## config.mk

```make
export PLATFORM = sky130hd
export DESIGN_NAME = vga_video_out
export DESIGN_NICKNAME = d
export VERILOG_FILES = /design/src/rtl/vga_pkg.sv /design/src/rtl/vga_timing_gen.sv /design/src/rtl/vga_video_out.sv
export SDC_FILE = /design/constraint.sdc
export NUM_CORES = 1
export LEC_CHECK = 0
export CAP_MARGIN = 10
export CORE_MARGIN = 2
export CORE_UTILIZATION = 45
export DETAILED_ROUTE_END_ITERATION = 16
export PLACE_DENSITY = 0.8
export SLEW_MARGIN = 20
export SYNTH_ARGS = -nofsm -noshare
export SYNTH_HDL_FRONTEND = slang
export SYNTH_SLANG_ARGS = --single-unit
```

## constraint.sdc

```tcl
create_clock -name Clk -period 3.98 [get_ports Clk]
set_clock_uncertainty 0.1 [all_clocks]
set_input_delay 0.796 -clock Clk [delete_from_list [all_inputs] [get_ports Clk]]
set_output_delay 0.796 -clock Clk [all_outputs]
set_load 0.03 [all_outputs]
```

## src/rtl/vga_pkg.sv

```systemverilog
// Shared VGA definitions: 640x480@60 timing, RGB pixel struct, colour-bar table.
// Used by vga_timing_gen and vga_video_out through a wildcard import.
// No logic here, only constants, types and one lookup helper.
package vga_pkg;

  // 640x480@60 reference timing (pixels / lines)
  localparam int VGA_H_ACTIVE   = 640;
  localparam int VGA_H_FP       = 16;
  localparam int VGA_H_SYNC     = 96;
  localparam int VGA_H_BP       = 48;
  localparam int VGA_V_ACTIVE   = 480;
  localparam int VGA_V_FP       = 10;
  localparam int VGA_V_SYNC     = 2;
  localparam int VGA_V_BP       = 33;
  localparam int VGA_COLOR_BITS = 4;

  // Pixel word at the reference channel width, laid out as {R,G,B}
  typedef struct packed {
    logic [VGA_COLOR_BITS-1:0] r;
    logic [VGA_COLOR_BITS-1:0] g;
    logic [VGA_COLOR_BITS-1:0] b;
  } rgb_t;

  // Colour bars left to right, one {R,G,B} on/off triple per bar:
  // white, yellow, cyan, green, magenta, red, blue, black (index 0 is the LSB entry)
  localparam logic [7:0][2:0] BAR_TBL = {3'b000, 3'b001, 3'b100, 3'b101,
                                         3'b010, 3'b011, 3'b110, 3'b111};

  function automatic logic [2:0] bar_color(input logic [2:0] idx);
    return BAR_TBL[idx];
  endfunction

endpackage

```

## src/rtl/vga_timing_gen.sv

```systemverilog
// Pixel prescaler, X/Y raster counters, VideoOn and raw (active-high) sync flags.
// tick_o is registered; position outputs change on the Clk edge that ends a tick.
// No backpressure: free-running raster, only reset can stop it.
module vga_timing_gen
  import vga_pkg::*;
#(
  parameter int H_ACTIVE = VGA_H_ACTIVE,
  parameter int H_FP     = VGA_H_FP,
  parameter int H_SYNC   = VGA_H_SYNC,
  parameter int H_BP     = VGA_H_BP,
  parameter int V_ACTIVE = VGA_V_ACTIVE,
  parameter int V_FP     = VGA_V_FP,
  parameter int V_SYNC   = VGA_V_SYNC,
  parameter int V_BP     = VGA_V_BP,
  parameter int PIX_DIV  = 2,
  parameter int CW       = 11
) (
  input  logic          clk_i,
  input  logic          rst_ni,
  output logic          tick_o,
  output logic [CW-1:0] x_o,
  output logic [CW-1:0] y_o,
  output logic          video_on_o,
  output logic          hs_raw_o,
  output logic          vs_raw_o,
  output logic          frame_start_o,
  output logic          line_start_o
);

  localparam int H_TOTAL = H_ACTIVE + H_FP + H_SYNC + H_BP;
  localparam int V_TOTAL = V_ACTIVE + V_FP + V_SYNC + V_BP;
  localparam int PW      = (PIX_DIV > 1) ? $clog2(PIX_DIV) : 1;

  logic [PW-1:0] presc_q, presc_d;
  logic          tick_q, tick_d;
  logic [CW-1:0] x_q, x_d, y_q, y_d;

  // Next state: prescaler wraps at PIX_DIV-1 and raises the tick for the following cycle;
  // counters advance on the edge that closes a tick cycle.
  always_comb begin
    presc_d = presc_q + 1'b1;
    tick_d  = 1'b0;
    if (presc_q == PW'(PIX_DIV - 1)) begin
      presc_d = '0;
      tick_d  = 1'b1;
    end
    x_d = x_q;
    y_d = y_q;
    if (tick_q) begin
      if (x_q == CW'(H_TOTAL - 1)) begin
        x_d = '0;
        if (y_q == CW'(V_TOTAL - 1)) y_d = '0;
        else                         y_d = y_q + 1'b1;
      end else begin
        x_d = x_q + 1'b1;
      end
    end
  end

  // Raster state registers; reset restarts the frame at (0,0) with the prescaler cleared.
  always_ff @(posedge clk_i or negedge rst_ni) begin
    if (!rst_ni) begin
      presc_q <= '0;
      tick_q  <= 1'b0;
      x_q     <= '0;
      y_q     <= '0;
    end else begin
      presc_q <= presc_d;
      tick_q  <= tick_d;
      x_q     <= x_d;
      y_q     <= y_d;
    end
  end

  assign tick_o        = tick_q;
  assign x_o           = x_q;
  assign y_o           = y_q;
  assign video_on_o    = (x_q < CW'(H_ACTIVE)) && (y_q < CW'(V_ACTIVE));
  assign hs_raw_o      = (x_q >= CW'(H_ACTIVE + H_FP)) && (x_q <= CW'(H_ACTIVE + H_FP + H_SYNC - 1));
  assign vs_raw_o      = (y_q >= CW'(V_ACTIVE + V_FP)) && (y_q <= CW'(V_ACTIVE + V_FP + V_SYNC - 1));
  assign line_start_o  = tick_q && (x_q == '0);
  assign frame_start_o = tick_q && (x_q == '0) && (y_q == '0);

endmodule

```

## src/rtl/vga_video_out.sv

```systemverilog
// VGA output stage: raster timing, PIPE_LAT-tick alignment line, registered pins (PIPE_LAT+1 ticks).
// Optional colour-bar generator enabled by defining VGA_VIDEO_OUT_TESTPAT_EN (adds TestPattern input).
// No backpressure: pixel source must return RGB exactly PIPE_LAT ticks after the position.
module vga_video_out
  import vga_pkg::*;
#(
  parameter int H_ACTIVE   = VGA_H_ACTIVE,
  parameter int H_FP       = VGA_H_FP,
  parameter int H_SYNC     = VGA_H_SYNC,
  parameter int H_BP       = VGA_H_BP,
  parameter int V_ACTIVE   = VGA_V_ACTIVE,
  parameter int V_FP       = VGA_V_FP,
  parameter int V_SYNC     = VGA_V_SYNC,
  parameter int V_BP       = VGA_V_BP,
  parameter bit HS_POL     = 1'b0,
  parameter bit VS_POL     = 1'b0,
  parameter int COLOR_BITS = VGA_COLOR_BITS,
  parameter int PIX_DIV    = 2,
  parameter int PIPE_LAT   = 1,
  parameter int CW         = 11
) (
  input  logic                    Clk,
  input  logic                    Reset,
`ifdef VGA_VIDEO_OUT_TESTPAT_EN
  input  logic                    TestPattern,
`endif
  input  logic [3*COLOR_BITS-1:0] RGB,
  output logic                    VideoOn,
  output logic                    PixelTick,
  output logic [CW-1:0]           PixelX,
  output logic [CW-1:0]           PixelY,
  output logic                    FrameStart,
  output logic                    LineStart,
  output logic [COLOR_BITS-1:0]   VGA_R,
  output logic [COLOR_BITS-1:0]   VGA_G,
  output logic [COLOR_BITS-1:0]   VGA_B,
  output logic                    VGA_HS,
  output logic                    VGA_VS
);

  typedef struct packed {
    logic [COLOR_BITS-1:0] r;
    logic [COLOR_BITS-1:0] g;
    logic [COLOR_BITS-1:0] b;
  } pix_t;

  logic hs_raw, vs_raw;

  vga_timing_gen #(
    .H_ACTIVE(H_ACTIVE), .H_FP(H_FP), .H_SYNC(H_SYNC), .H_BP(H_BP),
    .V_ACTIVE(V_ACTIVE), .V_FP(V_FP), .V_SYNC(V_SYNC), .V_BP(V_BP),
    .PIX_DIV(PIX_DIV), .CW(CW)
  ) u_timing (
    .clk_i        (Clk),
    .rst_ni       (Reset),
    .tick_o       (PixelTick),
    .x_o          (PixelX),
    .y_o          (PixelY),
    .video_on_o   (VideoOn),
    .hs_raw_o     (hs_raw),
    .vs_raw_o     (vs_raw),
    .frame_start_o(FrameStart),
    .line_start_o (LineStart)
  );

  // Stage word carries {VideoOn, HS, VS} and, for the bar generator, the X position.
`ifdef VGA_VIDEO_OUT_TESTPAT_EN
  localparam int SW = CW + 3;
  logic [SW-1:0] cur_stage;
  assign cur_stage = {VideoOn, hs_raw, vs_raw, PixelX};
`else
  localparam int SW = 3;
  logic [SW-1:0] cur_stage;
  assign cur_stage = {VideoOn, hs_raw, vs_raw};
`endif

  logic [SW-1:0] dly_stage;

  generate
    if (PIPE_LAT == 0) begin : g_nopipe
      assign dly_stage = cur_stage;
    end else begin : g_pipe
      logic [PIPE_LAT-1:0][SW-1:0] line_q;
      // Delay line that matches the pixel source latency; blank/inactive out of reset.
      always_ff @(posedge Clk or negedge Reset) begin
        if (!Reset) begin
          line_q <= '0;
        end else if (PixelTick) begin
          line_q[0] <= cur_stage;
          for (int i = 1; i < PIPE_LAT; i++) line_q[i] <= line_q[i-1];
        end
      end
      assign dly_stage = line_q[PIPE_LAT-1];
    end
  endgenerate

  logic dly_von, dly_hs, dly_vs;
  assign dly_von = dly_stage[SW-1];
  assign dly_hs  = dly_stage[SW-2];
  assign dly_vs  = dly_stage[SW-3];

  pix_t rgb_in, src_pix;
  assign rgb_in = RGB;

`ifdef VGA_VIDEO_OUT_TESTPAT_EN
  localparam int BAR_W = (H_ACTIVE / 8 > 0) ? H_ACTIVE / 8 : 1;
  logic [CW-1:0] bar_idx_full;
  logic [2:0]    bar_bits;
  // Colour bar keyed on the delayed X so the bars share the source's latency.
  always_comb begin
    bar_idx_full = dly_stage[CW-1:0] / CW'(BAR_W);
    bar_bits     = bar_color((bar_idx_full > CW'(7)) ? 3'd7 : bar_idx_full[2:0]);
    src_pix      = rgb_in;
    if (TestPattern) begin
      src_pix.r = {COLOR_BITS{bar_bits[2]}};
      src_pix.g = {COLOR_BITS{bar_bits[1]}};
      src_pix.b = {COLOR_BITS{bar_bits[0]}};
    end
  end
`else
  assign src_pix = rgb_in;
`endif

  pix_t pix_q;
  logic hs_q, vs_q;

  // Pin registers: colour forced black outside the visible area, syncs mapped to polarity.
  always_ff @(posedge Clk or negedge Reset) begin
    if (!Reset) begin
      pix_q <= '0;
      hs_q  <= ~HS_POL;
      vs_q  <= ~VS_POL;
    end else if (PixelTick) begin
      pix_q <= dly_von ? src_pix : '0;
      hs_q  <= dly_hs ? HS_POL : ~HS_POL;
      vs_q  <= dly_vs ? VS_POL : ~VS_POL;
    end
  end

  assign VGA_R  = pix_q.r;
  assign VGA_G  = pix_q.g;
  assign VGA_B  = pix_q.b;
  assign VGA_HS = hs_q;
  assign VGA_VS = vs_q;

endmodule

```

==> reports/results.tsv <==
metric	value	unit
Critical Path Start	u_timing.x_o[5]	
PD cells	296	nW/µm²
Seq/Total Area, Yosys	49.8	%
most common flop cell mapped by yosys	dfrtp_1	
Worst Hold Class	register to register	
clock power share	40.8	%
Clock Path Buffers	2	
Startpoint Class	register	
Slew Limit Headroom	39.9	%
Simple-Gate Fraction of Synth Area	22.6	%
DRT antenna net count	0	
Post-Syn Area per Cell	9.97	µm²
outcome	finished clean	
RSZ-0062 raised after global routing	no	
design area	2720	µm²
stages on the worst setup path	5	
count of cell types in the netlist	45	
Final #Nets	277	
die height	71.7	µm
setup TNS	0	ns
Max stage delay on crit path	0.66	ns
Comb power frac	6.3	%
Layout area overhead	31.7	%
Setup Buffers After CTS	0	
Worst IR Drop VDD	0.197	mV
die area	5140	µm²
layout cells sized above 1	9.27	%
Worst-Skew Late Latency	0.29	ns
cts hold-fix bufs	0	
slowest cell on the critical path	clkdlybuf4s50_1	
total chip power	0.804	mW
GRT overflow	0	
via count	1724	
vias in the first global route	1613	
fin crit period	3.39	ns
Synth Area in Compound Gates	11.6	%
final hold vios	0	
R2R depth	4	
Mapped Area	2060	µm²
diode count	0	
Initial Util	47.1	%
clock sink count	41	
initial antenna violation count	0	
PostCTS Resize Cnt	0	
mux share of post-synthesis cell area	2.55	%
CP Data Arrival Time	2.50	ns
Storage cell area	1030	µm²
hold_sp	u_timing.presc_q	
Worst-Margin Slew	0.902	ns
synth warn	0	
family with the most delay on the worst path	simple AND/OR/NAND/NOR gates	
CP Max Fanout	8	
met3 Use GR	3.94	%
sequential share of power	52.9	%
CTS clk-pin slew, worst paths	0.08	ns
switching power	0.172	mW
main combinational cell family by area after synthesis	simple AND/OR/NAND/NOR gates	
worst path bufs/invs	1	
global-route wire length before repair	7650	µm
IO Count	54	
H-tree depth	2	
GR Layer Usage met2	29.2	%
count of input and output buffers	53	
area of the core	4380	µm²
Detailed Place HPWL	3170	µm
Slew Limit Fails	0	
Max Cap Viol	0	
total CTS buffers	5	
leakage	1.18	nW
CP Capture Type	primary output	
multi-input logic area	907	µm²
GPL Wtd Cong	0.944	
GRT busiest layer	met2	
adder-cell share of the synthesized area	3.03	%
Required @ worst endpoint	3.08	ns
final setup fails	0	
Die X	71.7	µm
First-pass DRT Iterations	4	
crit path cell chain	nor4_4, nand4_1, nor4_2, and4b_1, clkdlybuf4s50_1	
Post-Synth XOR/XNOR Area	4.24	%
CTS tree	yes	
placement-stage cell area	2610	µm²
met1 Use GR	25.9	%
RR Startpoint	u_timing.x_o[5]	
Vias/cell	5.54	
switching share of power	21.4	%
Crit Path Class	register to primary output	
Mapped Nets	226	
number of flops mapped to enable cells by yosys	0	
fin util	62.0	%
Fin Hold WS	0.273	ns
hold path depth	0	
synthesized instance count	207	
P_int	0.632	mW
Seq cells post-synth	41	
num rows	24	
WL final	4580	µm
DRC	0	
largest net degree at the start of global routing	46	
Fmax achieved	0.295	GHz
async set-reset flop share out of synthesis	100	%
fillers	376	
root buffer cell	clkbuf_8	
part of the cycle the worst path needs	85.2	%
Initial DRC Count	137	
gr usage total	18.7	%
drt wl/cell	14.7	µm
Yosys cell counts (2+ instances only):
library cell	n	area share, %
mux2_2	2	1.1
buf_2	3	0.73
xor2_1	6	2.5
o21ai_0	29	7.0
nor2b_1	2	0.61
mux2i_1	3	1.5
and4_1	2	0.85
ha_1	5	3.0
and4b_1	2	0.97
nor2_1	6	1.1
nand4_1	6	1.8
inv_1	20	3.6
xnor2_1	4	1.7
dfstp_2	2	2.5
nor3_2	2	0.97
a31oi_1	2	0.61
nand3_1	21	5.1
nand2_1	10	1.8
o211ai_1	2	0.73
and3_1	5	1.5
nor3_1	4	0.97
a21oi_1	2	0.49
dfrtp_1	39	47
clkbuf_1	4	0.73
o31ai_1	4	1.5
cells in the final DEF (no fill, tap or decap), types with 5 or more instances in the layout:
cell type        count
clkdlybuf4s50_1     52
ha_1                 5
nand4_1              6
inv_1               20
nor2_1               6
o21ai_0             29
xor2_1               6
clkbuf_8             5
nand2_1             10
nand3_1             21
dfrtp_1             39
and3_1               5
per-stage QoR:
| stage | setup WS, ns | std cells |
|---|---|---|
| finish | 0.588 | 311 |
| global route | 0.442 | 311 |
| CTS | 0.610 | 311 |
| detailed placement | 0.929 | 303 |
| global placement | 0.949 | 303 |
| floorplan | 0.907 | 207 |
power groups by stage:
stage | Combinational (mW) | Clock, mW | Sequential, mW
finish | 0.0503 | 0.328 | 0.426
global route | 0.0548 | 0.353 | 0.426
CTS | 0.0514 | 0.338 | 0.426
detailed placement | 0.0511 | 0 | 0.434
global placement | 0.0507 | 0 | 0.433
floorplan | 0.00390 | 0 | 0.447
worst register-to-register path, cell delays in order (launching register included):
cell	delay [ns]
dfrtp_1	0.47
nor4_4	0.41
nand4_2	0.42
or3_1	0.47
o21ai_0	0.08
routing by layer:
metal / routed length [µm] / up-vias
met4: 79 / 0
met2: 2100 / 61
li1: - / 840
met1: 2120 / 816
met5: 0 / -
met3: 287 / 7
cell families (layout without fill, tap and decap cells):
kind of cell / after synthesis / count (layout)
xor gates and xnor gates: 10 / 10
buffers and inverters: 30 / 82
and+or+nand+nor: 74 / 74
muxes: 5 / 5
DFF: 41 / 41
adders and majority gates: 5 / 5
AOI/OAI and AO/OA: 42 / 42
cell type report:
type,instances,share of cell area (%)
tap,52,2.40
clock inverter,2,1.29
inverter,20,2.76
clock buffer,6,2.67
sequential,41,37.9
multi-input combinational,136,33.4
timing repair buffer,54,19.6
final timing paths:
kind / slack, ns / to
setup / recovery: 0.59 / FrameStart
min in group asynchronous: 0.53 / u_timing.y_o[3]
hold / removal: 0.27 / u_timing.tick_o
hold reg to reg: 0.27 / u_timing.tick_o
max in group asynchronous: 2.68 / u_timing.x_o[0]
setup reg to reg: 1.94 / u_timing.y_o[3]
state kept, by name, indices dropped and copies added (netlist names), 3 cells and up:
register and cells:
VGA_B 4, VGA_G 4, VGA_R 4, dly_stage 3
u_timing.x_o 11, u_timing.y_o 11
No activity file was read; power rests on OpenSTA's default activity.
